==> src/rtl/flood_pkg.sv <==
// Shared types and constants for the Flood-It turn sequencer.
package flood_pkg;
    localparam int MAX_SIZE = 26;
    localparam int COLOR_W  = 3;
    localparam int MOVE_W   = 6;
    localparam int COORD_W  = 5;

    typedef enum logic [2:0] {
        ST_IDLE,
        ST_INIT_SCAN,
        ST_PLAY,
        ST_REQ,
        ST_FILL,
        ST_SCAN,
        ST_WON,
        ST_LOST
    } state_e;
endpackage

==> src/rtl/flood_board_scanner.sv <==
// Row-major uniformity scan over the board read port; address in cycle k, compare in k+1.
// done_o/uniform_o are combinational on the compare cycle so the caller can register the result directly.
module flood_board_scanner #(
    parameter int COLOR_W = flood_pkg::COLOR_W,
    parameter int COORD_W = flood_pkg::COORD_W
) (
    input  logic               clk_i,
    input  logic               rst_n_i,
    input  logic               start_i,
    input  logic               capture_i,
    input  logic [COORD_W-1:0] size_i,
    input  logic [COLOR_W-1:0] target_i,
    output logic [COORD_W-1:0] rd_row_o,
    output logic [COORD_W-1:0] rd_col_o,
    input  logic [COLOR_W-1:0] rd_data_i,
    output logic               done_o,
    output logic               uniform_o,
    output logic [COLOR_W-1:0] corner_o
);
    logic [COORD_W-1:0] row_q, col_q;
    logic               issue_q, cmp_vld_q, pend_last_q, first_q, capture_q;
    logic [COLOR_W-1:0] target_q;
    logic               at_last, last_col, skip_cmp, mismatch;

    always_comb begin
        last_col  = (col_q == size_i - 1'b1);
        at_last   = last_col && (row_q == size_i - 1'b1);
        // In capture mode the first cell defines the target, so it cannot mismatch.
        skip_cmp  = capture_q && first_q;
        mismatch  = cmp_vld_q && !skip_cmp && (rd_data_i != target_q);
        done_o    = cmp_vld_q && (mismatch || pend_last_q);
        uniform_o = !mismatch;
        corner_o  = skip_cmp ? rd_data_i : target_q;
    end

    always_ff @(posedge clk_i) begin
        if (!rst_n_i) begin
            row_q       <= '0;
            col_q       <= '0;
            issue_q     <= 1'b0;
            cmp_vld_q   <= 1'b0;
            pend_last_q <= 1'b0;
            first_q     <= 1'b0;
            capture_q   <= 1'b0;
            target_q    <= '0;
        end else if (start_i) begin
            row_q       <= '0;
            col_q       <= '0;
            issue_q     <= 1'b1;
            cmp_vld_q   <= 1'b0;
            pend_last_q <= 1'b0;
            first_q     <= 1'b1;
            capture_q   <= capture_i;
            target_q    <= target_i;
        end else if (done_o) begin
            row_q       <= '0;
            col_q       <= '0;
            issue_q     <= 1'b0;
            cmp_vld_q   <= 1'b0;
            pend_last_q <= 1'b0;
        end else begin
            cmp_vld_q <= issue_q;
            if (issue_q) begin
                pend_last_q <= at_last;
                if (at_last) begin
                    issue_q <= 1'b0;
                end else if (last_col) begin
                    col_q <= '0;
                    row_q <= row_q + 1'b1;
                end else begin
                    col_q <= col_q + 1'b1;
                end
            end
            if (cmp_vld_q) begin
                first_q <= 1'b0;
                if (skip_cmp) target_q <= rd_data_i;
            end
        end
    end

    assign rd_row_o = row_q;
    assign rd_col_o = col_q;
endmodule

==> src/rtl/flood_turn_ctrl.sv <==
// Flood-It turn sequencer: validates picks, hands them to the fill engine, counts moves, scans for win/loss.
// NEW_GAME during an engine fill is held until the engine goes idle, then the post-fill scan is skipped.
module flood_turn_ctrl #(
    parameter int MAX_SIZE = flood_pkg::MAX_SIZE,
    parameter int COLOR_W  = flood_pkg::COLOR_W,
    parameter int MOVE_W   = flood_pkg::MOVE_W
) (
    input  logic                         clock_i,
    input  logic                         reset_n_i,
    input  logic [flood_pkg::COORD_W-1:0] size_i,
    input  logic [3:0]                   color_num_i,
    input  logic [MOVE_W-1:0]            move_limit_i,
    input  logic                         new_game_i,
    input  logic                         btn_valid_i,
    input  logic [COLOR_W-1:0]           btn_color_i,
    output logic                         fill_req_o,
    output logic [COLOR_W-1:0]           fill_color_o,
    input  logic                         fill_busy_i,
    output logic [flood_pkg::COORD_W-1:0] rd_row_o,
    output logic [flood_pkg::COORD_W-1:0] rd_col_o,
    input  logic [COLOR_W-1:0]           rd_data_i,
    output logic                         ready_o,
    output logic [MOVE_W-1:0]            moves_o,
    output logic                         game_won_o,
    output logic                         game_lost_o
);
    import flood_pkg::*;

    state_e             state_q;
    logic [COLOR_W-1:0] cur_color_q, fill_color_q;
    logic [MOVE_W-1:0]  moves_q, limit_q;
    logic [COORD_W-1:0] size_q, size_eff;
    logic               fill_req_q, ready_q, won_q, lost_q, ng_pend_q;
    logic               new_ok, fill_end, go_init, go_scan, pick_ok;
    logic               scan_done, scan_uniform;
    logic [COLOR_W-1:0] scan_corner;

    always_comb begin
        size_eff = (size_i == '0 || size_i > COORD_W'(MAX_SIZE)) ? COORD_W'(MAX_SIZE) : size_i;
        new_ok   = new_game_i && (state_q inside {ST_IDLE, ST_INIT_SCAN, ST_PLAY,
                                                   ST_SCAN, ST_WON, ST_LOST});
        fill_end = (state_q == ST_FILL) && !fill_busy_i;
        go_init  = new_ok || (fill_end && (ng_pend_q || new_game_i));
        go_scan  = fill_end && !ng_pend_q && !new_game_i;
        pick_ok  = ({1'b0, btn_color_i} < color_num_i) && (btn_color_i != cur_color_q);
    end

    flood_board_scanner #(.COLOR_W(COLOR_W), .COORD_W(COORD_W)) u_scanner (
        .clk_i     (clock_i),
        .rst_n_i   (reset_n_i),
        .start_i   (go_init || go_scan),
        .capture_i (go_init),
        .size_i    (size_q),
        .target_i  (cur_color_q),
        .rd_row_o  (rd_row_o),
        .rd_col_o  (rd_col_o),
        .rd_data_i (rd_data_i),
        .done_o    (scan_done),
        .uniform_o (scan_uniform),
        .corner_o  (scan_corner)
    );

    always_ff @(posedge clock_i) begin
        if (!reset_n_i) begin
            state_q      <= ST_IDLE;
            cur_color_q  <= '0;
            fill_color_q <= '0;
            moves_q      <= '0;
            limit_q      <= '0;
            size_q       <= COORD_W'(MAX_SIZE);
            fill_req_q   <= 1'b0;
            ready_q      <= 1'b0;
            won_q        <= 1'b0;
            lost_q       <= 1'b0;
            ng_pend_q    <= 1'b0;
        end else begin
            if (new_game_i) begin
                size_q  <= size_eff;
                limit_q <= move_limit_i;
            end
            if (go_init) begin
                state_q    <= ST_INIT_SCAN;
                moves_q    <= '0;
                won_q      <= 1'b0;
                lost_q     <= 1'b0;
                ready_q    <= 1'b0;
                fill_req_q <= 1'b0;
                ng_pend_q  <= 1'b0;
            end else if (go_scan) begin
                state_q <= ST_SCAN;
            end else begin
                case (state_q)
                    ST_INIT_SCAN, ST_SCAN: begin
                        if (scan_done) begin
                            if (state_q == ST_INIT_SCAN) cur_color_q <= scan_corner;
                            // A uniform board wins even when the move budget is exhausted.
                            if (scan_uniform) begin
                                state_q <= ST_WON;
                                won_q   <= 1'b1;
                            end else if (moves_q == limit_q) begin
                                state_q <= ST_LOST;
                                lost_q  <= 1'b1;
                            end else begin
                                state_q <= ST_PLAY;
                                ready_q <= 1'b1;
                            end
                        end
                    end
                    ST_PLAY: begin
                        if (btn_valid_i && pick_ok) begin
                            fill_color_q <= btn_color_i;
                            fill_req_q   <= 1'b1;
                            ready_q      <= 1'b0;
                            state_q      <= ST_REQ;
                        end
                    end
                    ST_REQ: begin
                        if (new_game_i) ng_pend_q <= 1'b1;
                        if (fill_busy_i) begin
                            fill_req_q  <= 1'b0;
                            moves_q     <= moves_q + 1'b1;
                            cur_color_q <= fill_color_q;
                            state_q     <= ST_FILL;
                        end
                    end
                    ST_FILL: begin
                        if (new_game_i) ng_pend_q <= 1'b1;
                    end
                    default: ;
                endcase
            end
        end
    end

    assign fill_req_o   = fill_req_q;
    assign fill_color_o = fill_color_q;
    assign ready_o      = ready_q;
    assign moves_o      = moves_q;
    assign game_won_o   = won_q;
    assign game_lost_o  = lost_q;
endmodule

==> config.mk <==
export PLATFORM = sky130hd
export DESIGN_NAME = flood_turn_ctrl
export DESIGN_NICKNAME = d
export VERILOG_FILES = /design/src/rtl/flood_pkg.sv /design/src/rtl/flood_board_scanner.sv /design/src/rtl/flood_turn_ctrl.sv
export SDC_FILE = /design/constraint.sdc
export NUM_CORES = 1
export LEC_CHECK = 0
export CAP_MARGIN = 20
export CELL_PAD_IN_SITES_DETAIL_PLACEMENT = 1
export CELL_PAD_IN_SITES_GLOBAL_PLACEMENT = 2
export CORE_UTILIZATION = 33
export DETAILED_ROUTE_END_ITERATION = 10
export GPL_TIMING_DRIVEN = 0
export HOLD_SLACK_MARGIN = 0.03
export PLACE_DENSITY = 0.93
export RECOVER_POWER = 25
export SLEW_MARGIN = 10
export SYNTH_ARGS = -nofsm -noshare
export SYNTH_HDL_FRONTEND = slang
export SYNTH_SLANG_ARGS = --single-unit
==> constraint.sdc <==
create_clock -name clock_i -period 5.45 [get_ports clock_i]
set_clock_uncertainty 0.2 [all_clocks]
set_input_delay 1.635 -clock clock_i [delete_from_list [all_inputs] [get_ports clock_i]]
set_output_delay 1.635 -clock clock_i [all_outputs]
set_load 0.02 [all_outputs]
== After elaboration in Yosys (flattened, before gate mapping) ==
Cells that the tools add are included.

* Register bits: 49
* Latch bits: 0
* RAM bits: 0
* Bits in read-only memories: 0
* Input bits: 26
* Output and inout bits: 23
* Word-level logic and storage cells: 140
* Memories kept: 0

* Add/subtract/negate cells: 4
* $mul: 0
* Div/mod/pow operators: 0
* $lt $le $gt $ge: 2
* Equal/unequal tests: 25
* Shift operators: 0
* Mux-type cells: 33
* Bitwise logic cells: 5
* Reduce and logical (&&, ||, !) cells: 50

{| class="wikitable"
|+ Operator list
! cell !! number
|-
| $mux W3 || 13
|-
| $reduce_and A4 Y1 || 6
|-
| $mux W1 || 14
|-
| $eq A3 B3 Y1 const B || 4
|-
| $logic_and A1 B1 Y1 || 12
|-
| $reduce_and A6 Y1 || 2
|-
| $add A5 B1 Y5 const B || 2
|-
| $eq A5 B5 Y1 || 2
|-
| $mux W5 || 2
|-
| $pmux W3 S3 || 1
|-
| $reduce_and A3 Y1 || 3
|-
| $ne A2 B2 Y1 const B || 4
|-
| $ne A4 B4 Y1 const B || 2
|-
| $reduce_bool A2 Y1 || 4
|-
| $add A6 B1 Y6 const B || 1
|-
| $eq A3 B2 Y1 const B || 2
|-
| $eq A6 B6 Y1 || 1
|-
| $ne A2 B1 Y1 const B || 3
|-
| $ne A3 B3 Y1 || 2
|-
| $ne A3 B3 Y1 const B || 2
|-
| $pmux W3 S2 || 1
|-
| $reduce_bool A6 Y1 || 1
|-
| $reduce_or A2 Y1 || 3
|-
| $reduce_or A3 Y1 || 2
|-
| 17 further kinds || 30
|}

== Logic depth before layout (Yosys ltp) ==
Gate-level depths: netlist (run 1).

* Depth in word-level cells: 10
* Depth in mapped cells: 9
* Gate-level depth less buffers: 9

== Hierarchy ==
Synthesis (run 1) repeated with hierarchy kept, for this count alone.

* Cell total of the unflattened synthesis: 319
* Area total of the unflattened synthesis: 2742.6 sq um

{| class="wikitable"
|+ Modules (own cells, without submodules)
! module !! instances !! cells each !! area an instance (sq um) !! sequential area each (sq um)
|-
| flood_turn_ctrl || 1 || 178 || 1552.7 || 620.6
|-
| flood_board_scanner || 1 || 141 || 1189.9 || 360.3
|}

== Least setup slack after synthesis (run 1) ==
No wires, ideal clock.

* Kind: in2reg
* From: in rd_data_i[0]
* To: reg u_scanner.col_q[3] (netlist: u_scanner.rd_col_o[3])
* Library setup time: 0.058 ns
* Arrival time: 2.981 ns
* Data required time: 5.192 ns
* Path slack: 2.211 ns
* Stages on the path: 7
* Buffers on the path: 0
* Path through: xor2_1 -> o31a_1 -> o21ai_1 -> nand3_1 -> nor3_1 -> nor3b_1 -> a211o_1

* Word-level cells in the longest chain between the ends: 5

{| class="wikitable"
|+ RTL lines
! item !! RTL line !! RTL
|-
| start, declared || flood_turn_ctrl.sv:21 || <nowiki>input logic [COLOR_W-1:0] rd_data_i,</nowiki>
|-
| $ne A3 B3 Y1 || flood_board_scanner.sv:30 || <nowiki>mismatch = cmp_vld_q && !skip_cmp && (rd_data_i != target_q);</nowiki>
|-
| $logic_and A1 B1 Y1 || flood_board_scanner.sv:30 ||
|-
| $logic_or A1 B1 Y1 || flood_board_scanner.sv:31 || <nowiki>done_o = cmp_vld_q && (mismatch || pend_last_q);</nowiki>
|-
| $logic_and A1 B1 Y1 || flood_board_scanner.sv:31 ||
|-
| $reduce_or A3 Y1 (no line) || n/a ||
|-
| end signal, assigned || flood_board_scanner.sv:71 || <nowiki>col_q <= col_q + 1'b1;</nowiki>
|-
| end, declared || flood_board_scanner.sv:20 || <nowiki>logic [COORD_W-1:0] row_q, col_q;</nowiki>
|}

No other way between the ends.
A chain may end at the register's enable or synchronous reset.

== Final worst setup path (run 1) ==
* From: in rd_data_i[0]
* To: reg u_scanner.col_q[4] (netlist: u_scanner.rd_col_o[4])

The elaborated chain is that of the path after synthesis.

==> metrics.md, run 1 <==
| Metric | Value |
|---|---|
| Asr flop ratio synth | 0 |
| DRC errors left | 0 |
| Register-to-register setup slack | 2720 ps |
| Vias | 2393 |
| WL/cell | 14.3 microns |
| Post-CTS setup buffers | 0 |
| Die ar. | 8390 sq um |
| Initial antenna violation count | 0 |
| Critical path class | input port to register |
| Final Instance Count excl. Fillers | 464 |
| Layout cells sized above 1 | 0.0525 |
| Initial core utilization | 0.343 |
| GR Util All Layers | 0.169 |
| Syn nets | 338 |
| Clock Path Buffers | 2 |
| Achievable Freq | 269 MHz |
| Hold-fix buffer count after cts | 0 |
| First-pass GRT wire length | 11500 microns |
| RSZ-0062 raised after global routing | false |
| Startpoint types | input port |
| Type of the worst min-delay path | register to register |
| Placed Instance Area | 3260 sq um |
| Setup ws final | 1730 ps |
| Ports | 49 |
| Crit-path cells | clkdlybuf4s50_1 > xor2_1 > o31a_1 > o21ai_1 > nand3_1 > nor3_1 > nor3b_1 > a211o_1 |
| Standby leakage power | 1.39 nW |
| Max-cap violations | 0 |
| PortBufs | 48 |
| Final setup vio count | 0 |
| Total wire length | 6640 microns |
| Post-synth EDFFs | 0 |
| Post-synthesis cell type count | 55 |
| Clock latency at the later pin of the worst-skew pair | 300 ps |
| CP required | 5500 ps |
| Netlist Area Pre-Place | 2650 sq um |
| Die Ht | 91.6 microns |
| # rows | 32 |
| Final hold violation count | 0 |
| Clock Tree Root | clkbuf_8 |
| Synthesized instance count | 306 |
| Top cells by area, synth | dfxtp_1 37%, mux2i_1 6.0%, xor2_1 5.3% |
| Max Used Layer | met4 |
| Core area | 7730 sq um |
| Number of global-route vias before repair | 2429 |
| Dpl cells | 456 |
| Metal1 wirelength | 2990 microns |
| Iter 0 DRT Violations | 27 |
| Largest net degree at the start of global routing | 15 |
| DRT Pass-1 Iters | 4 |
| Worst VDD drop | 0.112 mV |
| Clock transition at path regs | 90 ps |
| Ys Warns | 0 |
| Worst Hold Depth | 2 |
| DP Wirelength | 5180 microns |
| Largest stage delay, worst path | 440 ps |
| PD cells | 216 nW/um^2 |
| Wire length on met2 | 3360 microns |
| Worst path top cell family by delay | simple AND/OR/NAND/NOR gates |
| Detail Route met3 WL | 229 microns |
| Yosys reg bits | 49 |
| Crit path depth | 8 |
| Final setup TNS | 0 ps |
| Share of the synthesized area in the top cell type | 0.371 |
| Primary FF master, synth | dfxtp_1 |
| Slew @ Worst Pin | 615 ps |
| CP max-delay cell | clkdlybuf4s50_1 |
| Area grow syn2layout | 26.8% |
| Register area share after synthesis | 0.371 |
| CTS H-tree lvls | 2 |
| GP Congestion | 0.783 |
| Setup crit end kind | register |
| Crit Path Max Fanout | 5 |
| Crit path buf inv count | 1 |
| # nets final | 393 |
| Reg2Reg Depth | 9 |
| Min cycle time layout | 3720 ps |
| CTS tree | built |
| Final period utilization | 0.682 |
| Gr ovfl total | 0 |
| DP Worst Slack | 1380 ps |
| Num CTS Buffers | 5 |
| Diode count | 0 |
| Post-Syn Area per Cell | 8.65 sq um |
| Pins Over Slew Limit | 0 |
| Post-cts sizing count | 0 |
| DIE WIDTH | 91.6 microns |
| Synth area leader | dfxtp_1 |
| Status | finished, final reports clean |
| Clk sinks | 49 |
| Cell area after layout | 3360 sq um |
| Critical Path AT | 3770 ps |
| Final ANT Viol Nets | 0 |
| DR vias/cell | 5.16 |
| Max-slew headroom | 0.585 |
-- layout by cell type (no fill, tap or decap), types with 4 or more instances in the layout --
cell / instances
o211ai_1: 4
clkbuf_8: 7
a21oi_1: 14
nand2_1: 19
dfxtp_1: 49
a211o_1: 5
clkbuf_1: 8
nor2_1: 27
dlygate4sd3_1: 13
ha_1: 6
mux2i_1: 16
nor3_1: 9
xnor2_1: 12
nand2b_1: 9
a31oi_1: 4
xor2_1: 16
nor2b_1: 15
o21ai_0: 14
clkdlybuf4s50_1: 35
inv_1: 9
nand3_1: 16
-- logic make-up (layout without fill, tap and decap cells) --
kind of cell,Yosys count,after routing,synth area share
AND/OR/NAND/NOR,121,121,0.244
AO/OA/AOI/OAI,64,64,0.169
flip-flops,49,49,0.371
XOR/XNOR,28,28,0.0926
buffers and inverters,21,77,0.0307
multiplexers,17,17,0.0647
adder cells (fa/ha/maj),6,6,0.0284
-- path summary, 6_finish.rpt --
| check | startpoint | to |
|---|---|---|
| setup reg to reg | size_q[0] | u_scanner.rd_col_o[0] |
| hold / removal | game_won_o | game_won_o |
| hold reg to reg | game_won_o | game_won_o |
| setup / recovery | rd_data_i[0] | u_scanner.rd_col_o[4] |
-- stage by stage --
| step | hold WS, ps | util | power (W) |
|---|---|---|---|
| after global placement | 253 | 0.421 | 0.000496 |
| final | 277 | 0.434 | 0.000727 |
| after detailed placement | 261 | 0.421 | 0.000500 |
| after floorplan | 244 | - | 0.000456 |
| after CTS | 278 | 0.434 | 0.000741 |
| after global routing | 308 | 0.434 | 0.000766 |
-- state kept, by name, indices dropped and copies added (netlist names) --
register               cells
u_scanner.issue_q          1
fill_color_o               3
cur_color_q                3
u_scanner.rd_col_o         5
state_q                    3
game_lost_o                1
u_scanner.target_q         3
u_scanner.capture_q        1
u_scanner.first_q          1
game_won_o                 1
size_q                     5
moves_o                    6
ng_pend_q                  1
u_scanner.pend_last_q      1
ready_o                    1
u_scanner.rd_row_o         5
fill_req_o                 1
limit_q                    6
u_scanner.cmp_vld_q        1
-- per-layer routing --
metal / up-vias / global-route usage
met1: 1156 / 0.196
met5: - / 0
li1: 1186 / -
met4: 0 / 0.0384
met2: 44 / 0.313
met3: 7 / 0.0360
-- layout make-up --
class	instances	area, sq um
Buffer	11	43.8
Multi-Input combinational cell	236	1590
Clock buffer	7	96.3
Tap cell	102	128
Fill cell	921	4370
Timing Repair Buffer	48	480
Sequential cell	49	981
Inverter	10	37.5
Clock inverter	1	5.00
-- synth_stat cells (all sizes together) (5+ instances only) --
cell,instances
dfxtp,49
nor2,28
nand2,19
nand3,17
mux2i,16
xor2,16
nor2b,15
o21ai,15
a21oi,14
xnor2,12
inv,9
nand2b,9
nor3,9
clkbuf,8
ha,6
a211o,5
a31oi,5
o211ai,5
-- where the power goes --
part / total [W] / internal (W) / switching (W)
clock: 0.000237 / 0.000115 / 0.000122
combinational: 0.000110 / 0.0000528 / 0.0000572
sequential: 0.000380 / 0.000369 / 0.0000110
total: 0.000727 / 0.000537 / 0.000190
-- worst reg2reg max path: stages (launching register included) --
cell	delay, ps
dfxtp_1	420
inv_1	90
ha_1	280
nor2b_1	200
and3b_1	210
a211oi_1	320
o211ai_2	220
o31a_1	360
nor2_2	200
mux2_2	190
Power figures use the tool's default switching activity.
==> run 2, diff against run 1 <==
Settings changed: CORE_UTILIZATION 33 to 28, PLACE_DENSITY 0.93 to 0.85.
Clock period 5.45 ns to 3.24 ns, I/O delays scaled along.
==> run 2 against run 1 <==
Effect of this change: first-iteration DRC count increased by 70%; critical endpoint is now game_lost_o; worst hold slack got worse by 2.4 ps; utilization decreased by 7.0 points; via count decreased by 1.1%; cell area about the same.
==> metrics.md, run 2 (synthesis results as in run 1) <==
| Metric | Value |
|---|---|
| Largest net degree at the start of global routing | 15 |
| Min cycle time layout | 2980 ps |
| Commonest cells after routing, fill and taps aside | 49 x dfxtp_1, 33 x clkdlybuf4s50_1, 27 x nor2_1 |
| Diode count | 0 |
| Final period utilization | 0.920 |
| DRC errors left | 0 |
| Startpoint types | input port |
| Initial core utilization | 0.288 |
| Type of the worst min-delay path | register to register |
| Clock Path Buffers | 2 |
| Max-cap violations | 0 |
| # nets final | 393 |
| CTS tree | built |
| PD cells | 355 nW/um^2 |
| Final ANT Viol Nets | 0 |
| Vias | 2367 |
| Tot Pwr | 0.00119 W |
| Clock latency at the later pin of the worst-skew pair | 310 ps |
| GP Congestion | 0.775 |
| Pins Over Slew Limit | 0 |
| DRT Pass-1 Iters | 4 |
| Layout cells sized above 1 | 0.0497 |
| DIE WIDTH | 99.2 microns |
| Iter 0 DRT Violations | 46 |
| Number of global-route vias before repair | 2493 |
| Dpl cells | 465 |
| Slew @ Worst Pin | 612 ps |
| Critical path class | input port to register |
| DR vias/cell | 5.00 |
| GR Util All Layers | 0.146 |
| Area grow syn2layout | 26.7% |
| Die ar. | 9850 sq um |
| WL/cell | 14.7 microns |
| Clock transition at path regs | 90 ps |
| Most common cell after layout, fill and taps aside | dfxtp_1 |
| Initial antenna violation count | 0 |
| Core area | 9200 sq um |
| Num CTS Buffers | 5 |
| Total wire length | 6930 microns |
| Clk sinks | 49 |
| Crit Path Max Fanout | 10 |
| Standby leakage power | 1.38 nW |
| Final setup vio count | 0 |
| RSZ-0062 raised after global routing | false |
| PortBufs | 48 |
| Setup crit end kind | register |
| Register area | 981 sq um |
| Final hold violation count | 0 |
| Clock Tree Root | clkbuf_8 |
| Multi-input gate area | 1590 sq um |
| Ports | 49 |
| Status | finished, final reports clean |
| First-pass GRT wire length | 11500 microns |
| Achievable Freq | 336 MHz |
| Final Instance Count excl. Fillers | 473 |
| Worst Hold Margin | 274 ps |
| # rows | 35 |
| Hold-fix buffer count after cts | 0 |
| Layout filler cell count | 1096 |
| Die Ht | 99.2 microns |
| CTS H-tree lvls | 2 |
| DP Wirelength | 5380 microns |
| Critical Path AT | 2960 ps |
| Worst VDD drop | 0.163 mV |
| Gr ovfl total | 0 |
| CP required | 3220 ps |
| Max-slew headroom | 0.587 |
-- run 2: critical path, stage by stage --
cell and delay, ps:
dlygate4sd3_1 580, clkbuf_1 480, nor2_1 70, o21ai_0 310, clkbuf_1 440, nor2_1 110
-- run 2: path summary, 6_finish.rpt --
path / startpoint / endpoint / slack, ps / depth (start not counted)
hold reg to reg: game_won_o / game_won_o / 270 / 2
hold / removal: game_won_o / game_won_o / 270 / 2
setup / recovery: new_game_i / game_lost_o / 260 / 6
setup reg to reg: size_q[0] / u_scanner.rd_col_o[0] / 560 / 9
-- run 2: power by group --
group	internal (W)	switching [W]	leakage (nW)
clock network	0.000153	0.000212	0.0385
logic	0.0000889	0.0000973	0.946
registers	0.000620	0.0000195	0.399
total	0.000863	0.000328	1.38
-- run 2: layout make-up --
cell class,count,share of cell area
multi-input cells,236,0.474
flip-flops and latches,49,0.292
repair buffers,48,0.143
well taps,111,0.0414
clock buffers,7,0.0227
plain buffers,11,0.0130
inverters,10,0.0112
clock inverters,1,0.00224
-- run 2: stage by stage --
stage                      util  setup TNS [ps]  worst slack [ps]  cell area, sq um
after floorplan               -               0               664              2650
after global placement    0.355            -393              -102              3270
after detailed placement  0.355           -1040              -183              3270
after CTS                 0.364               0               143              3350
after global routing      0.365               0              36.4              3360
final                     0.365               0               260              3360
-- run 2: layer usage --
metal / share of wire / vias up / GRT usage
met5: 0 / - / 0
met4: 0.0095 / 0 / 0.0373
met3: 0.035 / 5 / 0.0295
met2: 0.50 / 39 / 0.272
met1: 0.46 / 1131 / 0.170
li1: - / 1192 / -
-- run 2: repair_timing --
| action | 4_1_cts | 5_1_grt |
|---|---|---|
| setup buffers | 0 | 0 |
| setup endpoints to repair | 0 | 2 |
| resized for setup | 0 | 1 |
==> run 3, diff against run 2 <==
Settings changed: PLACE_DENSITY 0.85 to 0.84, REMOVE_ABC_BUFFERS from default to 1, SYNTH_HIERARCHICAL from default to 1.
==> run 3 against run 2 <==
Effect of this change: count of clock-buffer cells in the layout down 2; routed wire length fell by 4.1%; combinational power is 19% lower; sequential cell count is the same; global-route usage decreased by 0.73 points; first-iteration DRC count is 39% higher; synthesized cell count up 4.2%; sequential power about the same; worst hold slack gained 3.8 ps; cell area grew 2.9%; critical path type unchanged; largest cell class unchanged; largest power group unchanged.
==> metrics.md, run 3 <==
| Metric | Value |
|---|---|
| Status | finished, final reports clean |
| # nets final | 393 |
| Min cycle time layout | 3050 ps |
| Type of the worst min-delay path | register to register |
| DP Wirelength | 4870 microns |
| Ports | 49 |
| Clock Path Buffers | 2 |
| Largest net degree at the start of global routing | 31 |
| GP Congestion | 0.726 |
| Register area share after synthesis | 0.358 |
| Die ar. | 10200 sq um |
| Vias | 2394 |
| Tot Pwr | 0.00131 W |
| Critical Path AT | 3110 ps |
| CTS H-tree lvls | 2 |
| Standby leakage power | 1.36 nW |
| RSZ-0062 raised after global routing | false |
| First-pass GRT wire length | 11200 microns |
| DRC errors left | 0 |
| Achievable Freq | 328 MHz |
| Area grow syn2layout | 25.9% |
| Layout cells sized above 1 | 0.0635 |
| Setup ws final | 188 ps |
| Max-slew headroom | 0.272 |
| Netlist Area Pre-Place | 2740 sq um |
| Initial core utilization | 0.293 |
| Worst Hold Margin | 278 ps |
| Pins Over Slew Limit | 0 |
| Clock latency at the later pin of the worst-skew pair | 300 ps |
| Final Instance Count excl. Fillers | 491 |
| Diode count | 0 |
| Clock Tree Root | clkbuf_8 |
| Top cells by area, synth | dfxtp_1 36%, mux2i_1 5.5%, xor2_1 5.4% |
| Synth area leader | dfxtp_1 |
| Asr flop ratio synth | 0 |
| Primary FF master, synth | dfxtp_1 |
| Int Power | 0.00100 W |
| Die Ht | 101 microns |
| Iter 0 DRT Violations | 64 |
| Gr ovfl total | 0 |
| Most frequent cells after synthesis | 49 x dfxtp_1, 37 x nand2_1, 19 x a21oi_1, 19 x nor2_1 |
| Num CTS Buffers | 5 |
| Initial antenna violation count | 0 |
| Post-synthesis cell type count | 55 |
| CP required | 3300 ps |
| GR Util All Layers | 0.139 |
| DP Worst Slack | -824 ps |
| CTS tree | built |
| PortBufs | 48 |
| Register-to-register setup slack | 430 ps |
| WL/cell | 13.5 microns |
| Most frequent cell after synthesis | dfxtp_1 |
| Post-CTS setup buffers | 0 |
| Number of global-route vias before repair | 2304 |
| Startpoint types | input port |
| Dpl cells | 483 |
| Crit Path Max Fanout | 30 |
| Clock transition at path regs | 100 ps |
| Yosys reg bits | 49 |
| Final period utilization | 0.942 |
| Post-synth EDFFs | 0 |
| Psw | 0.000307 W |
| PD cells | 379 nW/um^2 |
| Critical path class | input port to register |
| Synthesized instance count | 319 |
| Max-cap violations | 0 |
| Crit-path cells | clkdlybuf4s50_1 > or3b_2 > o21ba_2 |
| Share of the synthesized area in the top cell type | 0.358 |
| Worst VDD drop | 0.150 mV |
| Layout filler cell count | 1149 |
| Sw Ratio | 0.235 |
| Clk sinks | 49 |
| CP max-delay cell | clkdlybuf4s50_1 |
| Setup crit end kind | register |
| Total wire length | 6650 microns |
| Commonest cells after routing, fill and taps aside | 49 x dfxtp_1, 39 x clkdlybuf4s50_1, 37 x nand2_1 |
| DRT Pass-1 Iters | 5 |
| Comb power frac | 0.115 |
| Clk network pwr share | 0.398 |
| Ys Warns | 6 |
| Slew @ Worst Pin | 1090 ps |
| # rows | 35 |
| DR vias/cell | 4.88 |
| Post-Syn Area per Cell | 8.60 sq um |
| Final hold violation count | 0 |
| Largest stage delay, worst path | 1190 ps |
| Most common cell after layout, fill and taps aside | dfxtp_1 |
| Final setup vio count | 0 |
| Flop pwr share | 0.487 |
| Core area | 9370 sq um |
| Final ANT Viol Nets | 0 |
| DIE WIDTH | 101 microns |
-- run 3: stage by stage --
stage | util | setup TNS, ps | cell area (sq um)
detailed placement | 0.353 | -18910 | 3300
floorplan | - | 0 | 2660
finish | 0.368 | 0 | 3450
global route | 0.368 | 0 | 3450
CTS | 0.367 | 0 | 3440
global placement | 0.353 | -16790 | 3300
-- run 3: kinds of logic after synthesis --
family,share of synthesized area
and+or+nand+nor,0.261
adders and majority gates,0.0274
buffers and inverters,0.0429
muxes,0.0671
AOI/OAI and AO/OA,0.151
xor gates and xnor gates,0.0931
DFF,0.358
-- run 3: power by group through the flow --
| stage | logic [W] | clock network [W] | registers [W] |
|---|---|---|---|
| global route | 0.000168 | 0.000565 | 0.000640 |
| CTS | 0.000151 | 0.000538 | 0.000638 |
| detailed placement | 0.000151 | 0 | 0.000651 |
| floorplan | 0.0000839 | 0 | 0.000647 |
| finish | 0.000151 | 0.000520 | 0.000637 |
| global placement | 0.000147 | 0 | 0.000650 |
-- run 3: area by class of cell --
class                      instances  area [sq um]  share of cell area
timing repair buffer              48           482               0.140
inverter                          10          37.5              0.0109
clock inverter                     3          65.1              0.0188
tap                              129           161              0.0468
multi-input combinational        247          1660               0.480
clock buffer                       5          68.8              0.0199
sequential                        49           981               0.284
-- run 3: worst max-delay path: cells and delay by family --
family | cells | cell delay [ps]
AOI/OAI and AO/OA | 1 | 280
buffers and inverters | 1 | 1190
and+or+nand+nor | 1 | 660
-- run 3: final timing paths --
check | cells past startpoint | start | endpoint
worst max-delay path | 3 | reset_n_i | u_scanner/rd_row_o[1]
worst min-delay path | 2 | ng_pend_q | ng_pend_q
worst max register to register | 8 | size_q[0] | u_scanner/rd_col_o[4]
worst min register to register | 2 | ng_pend_q | ng_pend_q
-- run 3: per-layer routing --
metal / wire [microns] / vias up / track usage / share of wire
li1: - / 1208 / - / -
met1: 3230 / 1147 / 0.179 / 0.49
met2: 3190 / 35 / 0.238 / 0.48
met3: 171 / 4 / 0.0236 / 0.026
met4: 56 / 0 / 0.0401 / 0.0084
met5: 0 / - / 0 / 0
-- run 3: repair_timing --
action	in CTS	in global routing
pin swaps	0	0
endpoints found under the setup margin	36	5
gates resized for setup	4	3
hold buffers	0	0
